[config.mk]
export PLATFORM = sky130hd
export DESIGN_NAME = spi_xfer_arbiter_flat
export DESIGN_NICKNAME = d
export VERILOG_FILES = /design/src/rtl/spi_xfer_arbiter_if.sv /design/src/rtl/spi_xfer_arbiter.sv /design/src/flat_wrapper.sv
export SDC_FILE = /design/constraint.sdc
export NUM_CORES = 1
export LEC_CHECK = 0
export CAP_MARGIN = 10
export CELL_PAD_IN_SITES_DETAIL_PLACEMENT = 0
export CELL_PAD_IN_SITES_GLOBAL_PLACEMENT = 1
export CORE_MARGIN = 3
export CORE_UTILIZATION = 27
export CTS_CLUSTER_DIAMETER = 50
export DETAILED_ROUTE_END_ITERATION = 10
export PLACE_DENSITY_LB_ADDON = 0.1
export SLEW_MARGIN = 20
export SYNTH_ARGS = -nofsm -noshare
export SYNTH_HDL_FRONTEND = slang
export SYNTH_SLANG_ARGS = --single-unit
[constraint.sdc]
create_clock -name clk -period 1.9 [get_ports clk]
set_clock_uncertainty 0.15 [all_clocks]
set_input_delay 0.19 -clock clk [delete_from_list [all_inputs] [get_ports clk]]
set_output_delay 0.19 -clock clk [all_outputs]
set_load 0.01 [all_outputs]
[src/rtl/spi_xfer_arbiter_if.sv]
// ---------------------------------------------------------------------------
// spi_xfer_arbiter_if
//   Connects the transfer arbiter to the SPI_Master controller inputs and to
//   its completion outputs.
//
//   Parameters: reg_wid (transfer word width), num (size field is num+1 bits)
//   Signals:
//     m_start    arbiter -> master   one-cycle transfer start
//     m_data_in  arbiter -> master   TX word
//     m_size     arbiter -> master   number of bits to shift
//     m_slave    arbiter -> master   slave address
//     m_cphase   arbiter -> master   clock phase
//     m_data_out master  -> arbiter  RX word
//     m_done     master  -> arbiter  one-cycle completion pulse
//   Modports: master (arbiter side), slave (SPI_Master side)
// ---------------------------------------------------------------------------
interface spi_xfer_arbiter_if #(
    parameter int reg_wid = 8,
    parameter int num     = $clog2(reg_wid)
);
    logic               m_start;
    logic [reg_wid-1:0] m_data_in;
    logic [num:0]       m_size;
    logic [1:0]         m_slave;
    logic               m_cphase;
    logic [reg_wid-1:0] m_data_out;
    logic               m_done;

    modport master (
        output m_start, m_data_in, m_size, m_slave, m_cphase,
        input  m_data_out, m_done
    );

    modport slave (
        input  m_start, m_data_in, m_size, m_slave, m_cphase,
        output m_data_out, m_done
    );
endinterface

[src/rtl/spi_xfer_arbiter.sv]
// ---------------------------------------------------------------------------
// spi_xfer_arbiter
//   Shares one SPI_Master datapath among NREQ requesters. A round-robin
//   winner is picked in IDLE, its configuration is latched onto the master
//   inputs in ARB, a one-cycle start is issued in START, the arbiter then
//   waits for the master's completion in WAIT and reports done (and err) in
//   DONE. Transfers with size 0 or size > reg_wid are rejected without
//   starting the master.
//
//   Optional feature macro: SPI_ARB_TIMEOUT_EN
//     Defined   : WAIT aborts with err after TIMEOUT cycles without m_done.
//     Undefined : WAIT holds until m_done or reset; no timer exists.
//
//   Ports:
//     clk        in   system clock, rising edge
//     rst        in   asynchronous active-low reset
//     req        in   per-requester request level, held until own done
//     req_data   in   per-requester TX word   [i*reg_wid +: reg_wid]
//     req_size   in   per-requester bit count [i*(num+1) +: num+1]
//     req_slave  in   per-requester slave     [i*2 +: 2]
//     req_cphase in   per-requester clock phase
//     gnt        out  one-hot grant, held from ARB through DONE
//     done       out  one-cycle completion pulse to the granted requester
//     err        out  one-cycle pulse with done on reject/timeout
//     rdata      out  RX word of the last successful transfer
//     busy       out  high in every state except IDLE
//     m_bus      master modport towards SPI_Master
// ---------------------------------------------------------------------------
module spi_xfer_arbiter #(
    parameter int reg_wid = 8,
    parameter int num     = $clog2(reg_wid),
    parameter int NREQ    = 4,
    parameter int TIMEOUT = 64
) (
    input  logic                      clk,
    input  logic                      rst,
    input  logic [NREQ-1:0]           req,
    input  logic [NREQ*reg_wid-1:0]   req_data,
    input  logic [NREQ*(num+1)-1:0]   req_size,
    input  logic [NREQ*2-1:0]         req_slave,
    input  logic [NREQ-1:0]           req_cphase,
    output logic [NREQ-1:0]           gnt,
    output logic [NREQ-1:0]           done,
    output logic                      err,
    output logic [reg_wid-1:0]        rdata,
    output logic                      busy,
    spi_xfer_arbiter_if.master        m_bus
);
    localparam int PW = (NREQ > 1) ? $clog2(NREQ) : 1;
    localparam int SW = num + 1;

    if (NREQ < 2 || NREQ > 8 || TIMEOUT < 2) begin : g_bad_params
        $error("spi_xfer_arbiter: NREQ must be 2..8 and TIMEOUT at least 2");
    end

    typedef enum logic [2:0] {IDLE, ARB, START, WAIT, DONE} state_t;

    state_t           state;
    logic [PW-1:0]    rr_ptr;
    logic [PW-1:0]    winner;
    logic [PW-1:0]    pick;
    logic [SW-1:0]    win_size;
    logic [NREQ-1:0]  win_onehot;
    logic             size_bad;

`ifdef SPI_ARB_TIMEOUT_EN
    localparam int TW = ($clog2(TIMEOUT) > 8) ? $clog2(TIMEOUT) : 8;
    logic [TW-1:0]    timer;
`endif

    // Round-robin search: walk offsets from the highest down so the lowest
    // offset from rr_ptr (the first set bit going upward with wrap) wins.
    // NOTE: every variable written in always_comb gets a default first, so
    // no path can leave it holding its old value and infer a latch.
    always_comb begin
        pick = rr_ptr;
        for (int i = NREQ - 1; i >= 0; i--) begin
            if (req[(int'(rr_ptr) + i) % NREQ]) begin
                pick = PW'((int'(rr_ptr) + i) % NREQ);
            end
        end
    end

    assign win_size   = req_size[int'(winner)*SW +: SW];
    assign win_onehot = NREQ'(1) << winner;
    assign size_bad   = (win_size == '0) || (win_size > SW'(reg_wid));

    // NOTE: sequential state uses non-blocking assignments so every register
    // samples the pre-edge values regardless of statement order.
    always_ff @(posedge clk or negedge rst) begin
        if (!rst) begin
            state            <= IDLE;
            rr_ptr           <= '0;
            winner           <= '0;
            gnt              <= '0;
            done             <= '0;
            err              <= 1'b0;
            rdata            <= '0;
            busy             <= 1'b0;
            m_bus.m_start    <= 1'b0;
            m_bus.m_data_in  <= '0;
            m_bus.m_size     <= '0;
            m_bus.m_slave    <= '0;
            m_bus.m_cphase   <= 1'b0;
`ifdef SPI_ARB_TIMEOUT_EN
            timer            <= '0;
`endif
        end else begin
            case (state)
                IDLE: begin
                    if (|req) begin
                        winner <= pick;
                        gnt    <= NREQ'(1) << pick;
                        busy   <= 1'b1;
                        state  <= ARB;
                    end
                end

                ARB: begin
                    m_bus.m_data_in <= req_data[int'(winner)*reg_wid +: reg_wid];
                    m_bus.m_size    <= win_size;
                    m_bus.m_slave   <= req_slave[int'(winner)*2 +: 2];
                    m_bus.m_cphase  <= req_cphase[winner];
                    if (size_bad) begin
                        // Rejected: report straight away, the master never starts.
                        done  <= win_onehot;
                        err   <= 1'b1;
                        state <= DONE;
                    end else begin
                        m_bus.m_start <= 1'b1;
                        state         <= START;
                    end
                end

                START: begin
                    m_bus.m_start <= 1'b0;
`ifdef SPI_ARB_TIMEOUT_EN
                    timer         <= '0;
`endif
                    state         <= WAIT;
                end

                WAIT: begin
                    // m_done has priority over the timeout limit in the same cycle.
                    if (m_bus.m_done) begin
                        rdata <= m_bus.m_data_out;
                        done  <= win_onehot;
                        state <= DONE;
                    end
`ifdef SPI_ARB_TIMEOUT_EN
                    else if (timer == TW'(TIMEOUT - 1)) begin
                        done  <= win_onehot;
                        err   <= 1'b1;
                        state <= DONE;
                    end else begin
                        timer <= timer + 1'b1;
                    end
`endif
                end

                DONE: begin
                    done   <= '0;
                    err    <= 1'b0;
                    gnt    <= '0;
                    busy   <= 1'b0;
                    rr_ptr <= (winner == PW'(NREQ - 1)) ? '0 : winner + 1'b1;
                    state  <= IDLE;
                end

                default: state <= IDLE;
            endcase
        end
    end
endmodule

[src/flat_wrapper.sv]
// flat-port wrapper written by rule: the top's interface ports become plain ports
module spi_xfer_arbiter_flat 
#(
    parameter int reg_wid = 8,
    parameter int num     = $clog2(reg_wid),
    parameter int NREQ    = 4,
    parameter int TIMEOUT = 64
)
  (clk, rst, req, req_data, req_size, req_slave, req_cphase, gnt, done, err, rdata, busy, m_bus_m_start, m_bus_m_data_in, m_bus_m_size, m_bus_m_slave, m_bus_m_cphase, m_bus_m_data_out, m_bus_m_done);
  spi_xfer_arbiter_if #(.reg_wid(reg_wid), .num(num)) m_bus_i ();
  input  logic clk;
  input  logic rst;
  input  logic [NREQ-1:0] req;
  input  logic [NREQ*reg_wid-1:0] req_data;
  input  logic [NREQ*(num+1)-1:0] req_size;
  input  logic [NREQ*2-1:0] req_slave;
  input  logic [NREQ-1:0] req_cphase;
  output logic [NREQ-1:0] gnt;
  output logic [NREQ-1:0] done;
  output logic err;
  output logic [reg_wid-1:0] rdata;
  output logic busy;
  output wire logic [$bits(m_bus_i.m_start)-1:0] m_bus_m_start;
  output wire logic [$bits(m_bus_i.m_data_in)-1:0] m_bus_m_data_in;
  output wire logic [$bits(m_bus_i.m_size)-1:0] m_bus_m_size;
  output wire logic [$bits(m_bus_i.m_slave)-1:0] m_bus_m_slave;
  output wire logic [$bits(m_bus_i.m_cphase)-1:0] m_bus_m_cphase;
  input wire logic [$bits(m_bus_i.m_data_out)-1:0] m_bus_m_data_out;
  input wire logic [$bits(m_bus_i.m_done)-1:0] m_bus_m_done;
  assign m_bus_m_start = m_bus_i.m_start;
  assign m_bus_m_data_in = m_bus_i.m_data_in;
  assign m_bus_m_size = m_bus_i.m_size;
  assign m_bus_m_slave = m_bus_i.m_slave;
  assign m_bus_m_cphase = m_bus_i.m_cphase;
  assign m_bus_i.m_data_out = m_bus_m_data_out;
  assign m_bus_i.m_done = m_bus_m_done;
  spi_xfer_arbiter #(.reg_wid(reg_wid), .num(num), .NREQ(NREQ), .TIMEOUT(TIMEOUT)) u_core (.clk(clk), .rst(rst), .req(req), .req_data(req_data), .req_size(req_size), .req_slave(req_slave), .req_cphase(req_cphase), .gnt(gnt), .done(done), .err(err), .rdata(rdata), .busy(busy), .m_bus(m_bus_i));
endmodule
==> results by group, run 1 <==
Timing
  • Minimum clock period: a little over 2000 ps
  • Worst slew pin tran: 468 ps
  • Final hold violations: 0
  • Period utilization: 108%
  • FMAX: 0.489 GHz
  • Setup-failing EPs final: 6
  • Worst setup margin: -143 ps
  • Pins Over Slew Limit: 0
  • WHS: about 240 ps
  • Max-slew headroom: roughly 69%
  • Unrepaired setup endpoints after global routing: true

Die
  • Row Count: 31
  • Die area: 8990 um2
  • Die X: 94.8 um
  • Placeable Area: around 7400 um2
  • Chip Height: 94.8 um
  • # IOs: 109
  • Starting Density: 28.6%

Yosys
  • Post-synth EDFFs: 0
  • Ys async rst share: 100%
  • Top_reg_cell synth: dfrtp_1
  • Yosys warns: 0
  • Mapped Nets: 245
  • Unique cell type count in the Yosys netlist: 31
  • Sequential share of the synthesized area: a little under 50%
  • Number of synthesized register bits: between 40 and 50
  • Area of the mapped netlist: 2130 um2
  • Avg Cell Area, Syn: 12.8 um2
  • Synthesized instance count: ~170

Cells and area
  • Post-route cell area: about 3600 um2
  • Most common cell after layout, fill and taps aside: clkdlybuf4s50_1
  • Net count, final: 370
  • Diode count: 0
  • Commonest non-fill, non-tap cells in the layout: 107 x clkdlybuf4s50_1, 40 x dfrtp_1, 23 x mux2_2
  • Layout cells sized above 1: approximately 25%
  • Area Growth Syn to Fin: 69.9%

Critical path
  • R2R Setup Slk: -140 ps
  • Startpoint types: flip-flop
  • Critical Path RT: between 1500 and 2000 ps
  • Crit path largest cell delay: 560 ps
  • Worst Path Class, Setup: reg2reg
  • Critical path buffer and inverter count: 0
  • Arr. time, crit path: about 2100 ps
  • Crit. End Element: flip-flop
  • Cell at the slowest stage of the critical path: mux4_2
  • Worst-path fanout max: 4
  • Top delay family on crit path: multiplexers
  • Crit path cell chain: mux4_2 > nor3_4 > xnor2_2 > a22oi_4 > mux2i_1

Global route
  • Initial antenna violation count: 0
  • Pin count of the biggest net entering global routing: 24
  • GR Overflow Total: 0
  • Vias in the first global route: ~1,900
  • All-Layer GR Usage: between 10% and 20%
  • First-pass GRT wire length: 8.98 mm

Power and ir drop
  • Internal Pwr Total: between 3 and 4 mW
  • Clk pwr share: 16.1%
  • Worst VDD drop: ~0.00049 V
  • Leak Pwr: about 1.5 nW
  • Comb pwr share: a little over half
  • Seq pwr share: 29.5%
  • P per Cell Area: ~1400 nW/um2
  • Psw: around 1.7 mW
  • Sw Ratio: ~33%

Status
  • Violated checks: setup timing
  • Status: finished with violations

Placed design
  • Area after DPL: ~3500 um2
  • Hpwl dp: between 4 and 5 mm
  • Port Buf Inserts: around 110
  • Gpl congestion: 0.725

Drt
  • Iteration count of the initial detailed-routing pass: 3
  • Post-DR vias/cell: approximately 4.5
  • Drt total wl: 5.67 mm
  • Wire length per cell: roughly 14 um
  • Antenna viol nets, final: 0
  • Via Count: 1,745
  • Initial DRC count: 22
  • Post-route DRC: 0

Clock network
  • TritonCTS Buffers: 5
  • Setup bufs post-CTS: 0
  • Worst skew pair latency: 290 ps
  • CTS tree: yes
  • Sink Count: 41
  • Clk root buf: clkbuf_8
  • Clk buf depth: 2
  • Clk slew on worst S/H paths: 80 ps
  • H-tree level count: 2

Run
  • Maxcap violations: 0

Hold path
  • Worst Hold Class: in2async
worst reg2reg max path: stages (launching register included):
cell	delay, ps
dfrtp_2	440
mux4_2	570
nor3_4	250
xnor2_2	110
a22oi_4	250
mux2i_1	210
metal layers:
layer | track usage (%) | vias to the layer above | part of all wire, %
li1 | - | 852 | -
met1 | 16.1 | 825 | 41
met2 | 21.4 | 63 | 50
met3 | 4.30 | 5 | 8.8
met4 | 2.52 | 0 | 0.60
met5 | 0 | - | 0
kinds of logic (layout without fill, tap and decap cells):
family	count (synthesis)	count (layout)	synth area share, %
simple gates	43	43	9.98
xor+xnor	1	1	0.411
compound gates	18	18	5.81
buf+inv	17	143	3.41
fa+ha+maj	4	4	2.35
flops	41	41	48.2
mux	42	42	29.9
flip-flops by register name, summed over array words and instances (netlist names):
signal                  cells
u_core.done                 4
u_core.busy                 1
u_core.m_bus.m_cphase       1
u_core.m_bus.m_data_in      8
u_core.rr_ptr               2
u_core.state                3
u_core.m_bus.m_size         4
u_core.m_bus.m_start        1
u_core.err                  1
u_core.winner               2
u_core.rdata                8
u_core.gnt                  4
u_core.m_bus.m_slave        2
path summary, 6_finish.rpt:
path,to,cells after the start,startpoint
setup / recovery,u_core.done[1]$_DFFE_PN0P_,5,u_core.winner[0]$_DFFE_PN0P_
hold / removal,u_core.rdata[5]$_DFFE_PN0P_,2,rst
setup reg to reg,u_core.done[1]$_DFFE_PN0P_,5,u_core.winner[0]$_DFFE_PN0P_
hold reg to reg,u_core.busy$_DFFE_PN0P_,2,u_core.busy$_DFFE_PN0P_
max in group asynchronous,u_core.winner[0]$_DFFE_PN0P_,3,rst
min in group clk,u_core.busy$_DFFE_PN0P_,2,u_core.busy$_DFFE_PN0P_
power groups by stage:
| stage | Combinational [mW] | Sequential, mW | Clock, mW |
|---|---|---|---|
| floorplan | 1.40 | 1.69 | 0 |
| global placement | 2.86 | 1.56 | 0 |
| detailed placement | 2.86 | 1.57 | 0 |
| CTS | 2.89 | 1.56 | 0.877 |
| global route | 3.12 | 1.61 | 0.916 |
| finish | 2.85 | 1.55 | 0.847 |
cells in the mapped netlist, drive strengths merged, types with 2 or more instances:
cell     n  area share [%]
buf      3            0.94
nand3    4            0.94
o31ai    4             1.4
mux4    15              16
mux2i    4             1.9
clkbuf   5            0.88
nand2   23             4.1
inv      9             1.6
and2     2            0.59
o21ai    8             1.9
ha       4             2.3
nor2b    4             1.2
a21oi    3            0.70
dfrtp   41              48
mux2    23              12
per-stage QoR:
step | setup TNS (ps) | setup WS [ps] | cells | util (%) | total power [mW]
6_report | -608 | -143 | 391 | 48.6 | 5.25
5_1_grt | -1480 | -276 | 391 | 48.6 | 5.65
4_1_cts | -798 | -179 | 391 | 48.5 | 5.32
3_5_place_dp | -1690 | -261 | 382 | 46.4 | 4.43
3_3_place_gp | -1830 | -249 | 382 | 46.4 | 4.42
2_1_floorplan | -608 | -152 | 166 | - | 3.09
repair_timing:
action                                  4_1_cts  5_1_grt
pin swaps                                     0        0
hold buffers                                  1        0
endpoints found under the setup margin       18       16
gates resized for setup                       4        3
endpoints found under the hold margin        18        0
final cells by class:
cell class / count / area [um2]
clock buffers: 5 / 68.8
clock inverters: 3 / 68.8
fillers: 690 / 3830
inverters: 9 / 33.8
multi-input cells: 108 / 1060
flip-flops and latches: 41 / 1030
well taps: 99 / 124
repair buffers: 126 / 1240
Note: power is estimated with default switching activity, not from simulation.
==> run 2, diff against run 1 <==
--- a/config.mk
+++ b/config.mk
@@ -12,6 +12,7 @@
 export CORE_UTILIZATION = 27
 export CTS_CLUSTER_DIAMETER = 50
 export DETAILED_ROUTE_END_ITERATION = 10
+export HOLD_SLACK_MARGIN = 0.1
 export PLACE_DENSITY_LB_ADDON = 0.1
 export SLEW_MARGIN = 20
 export SYNTH_ARGS = -nofsm -noshare
==> results of run 2 <==
The final DEF is identical to that of run 1; final timing and power are the same.
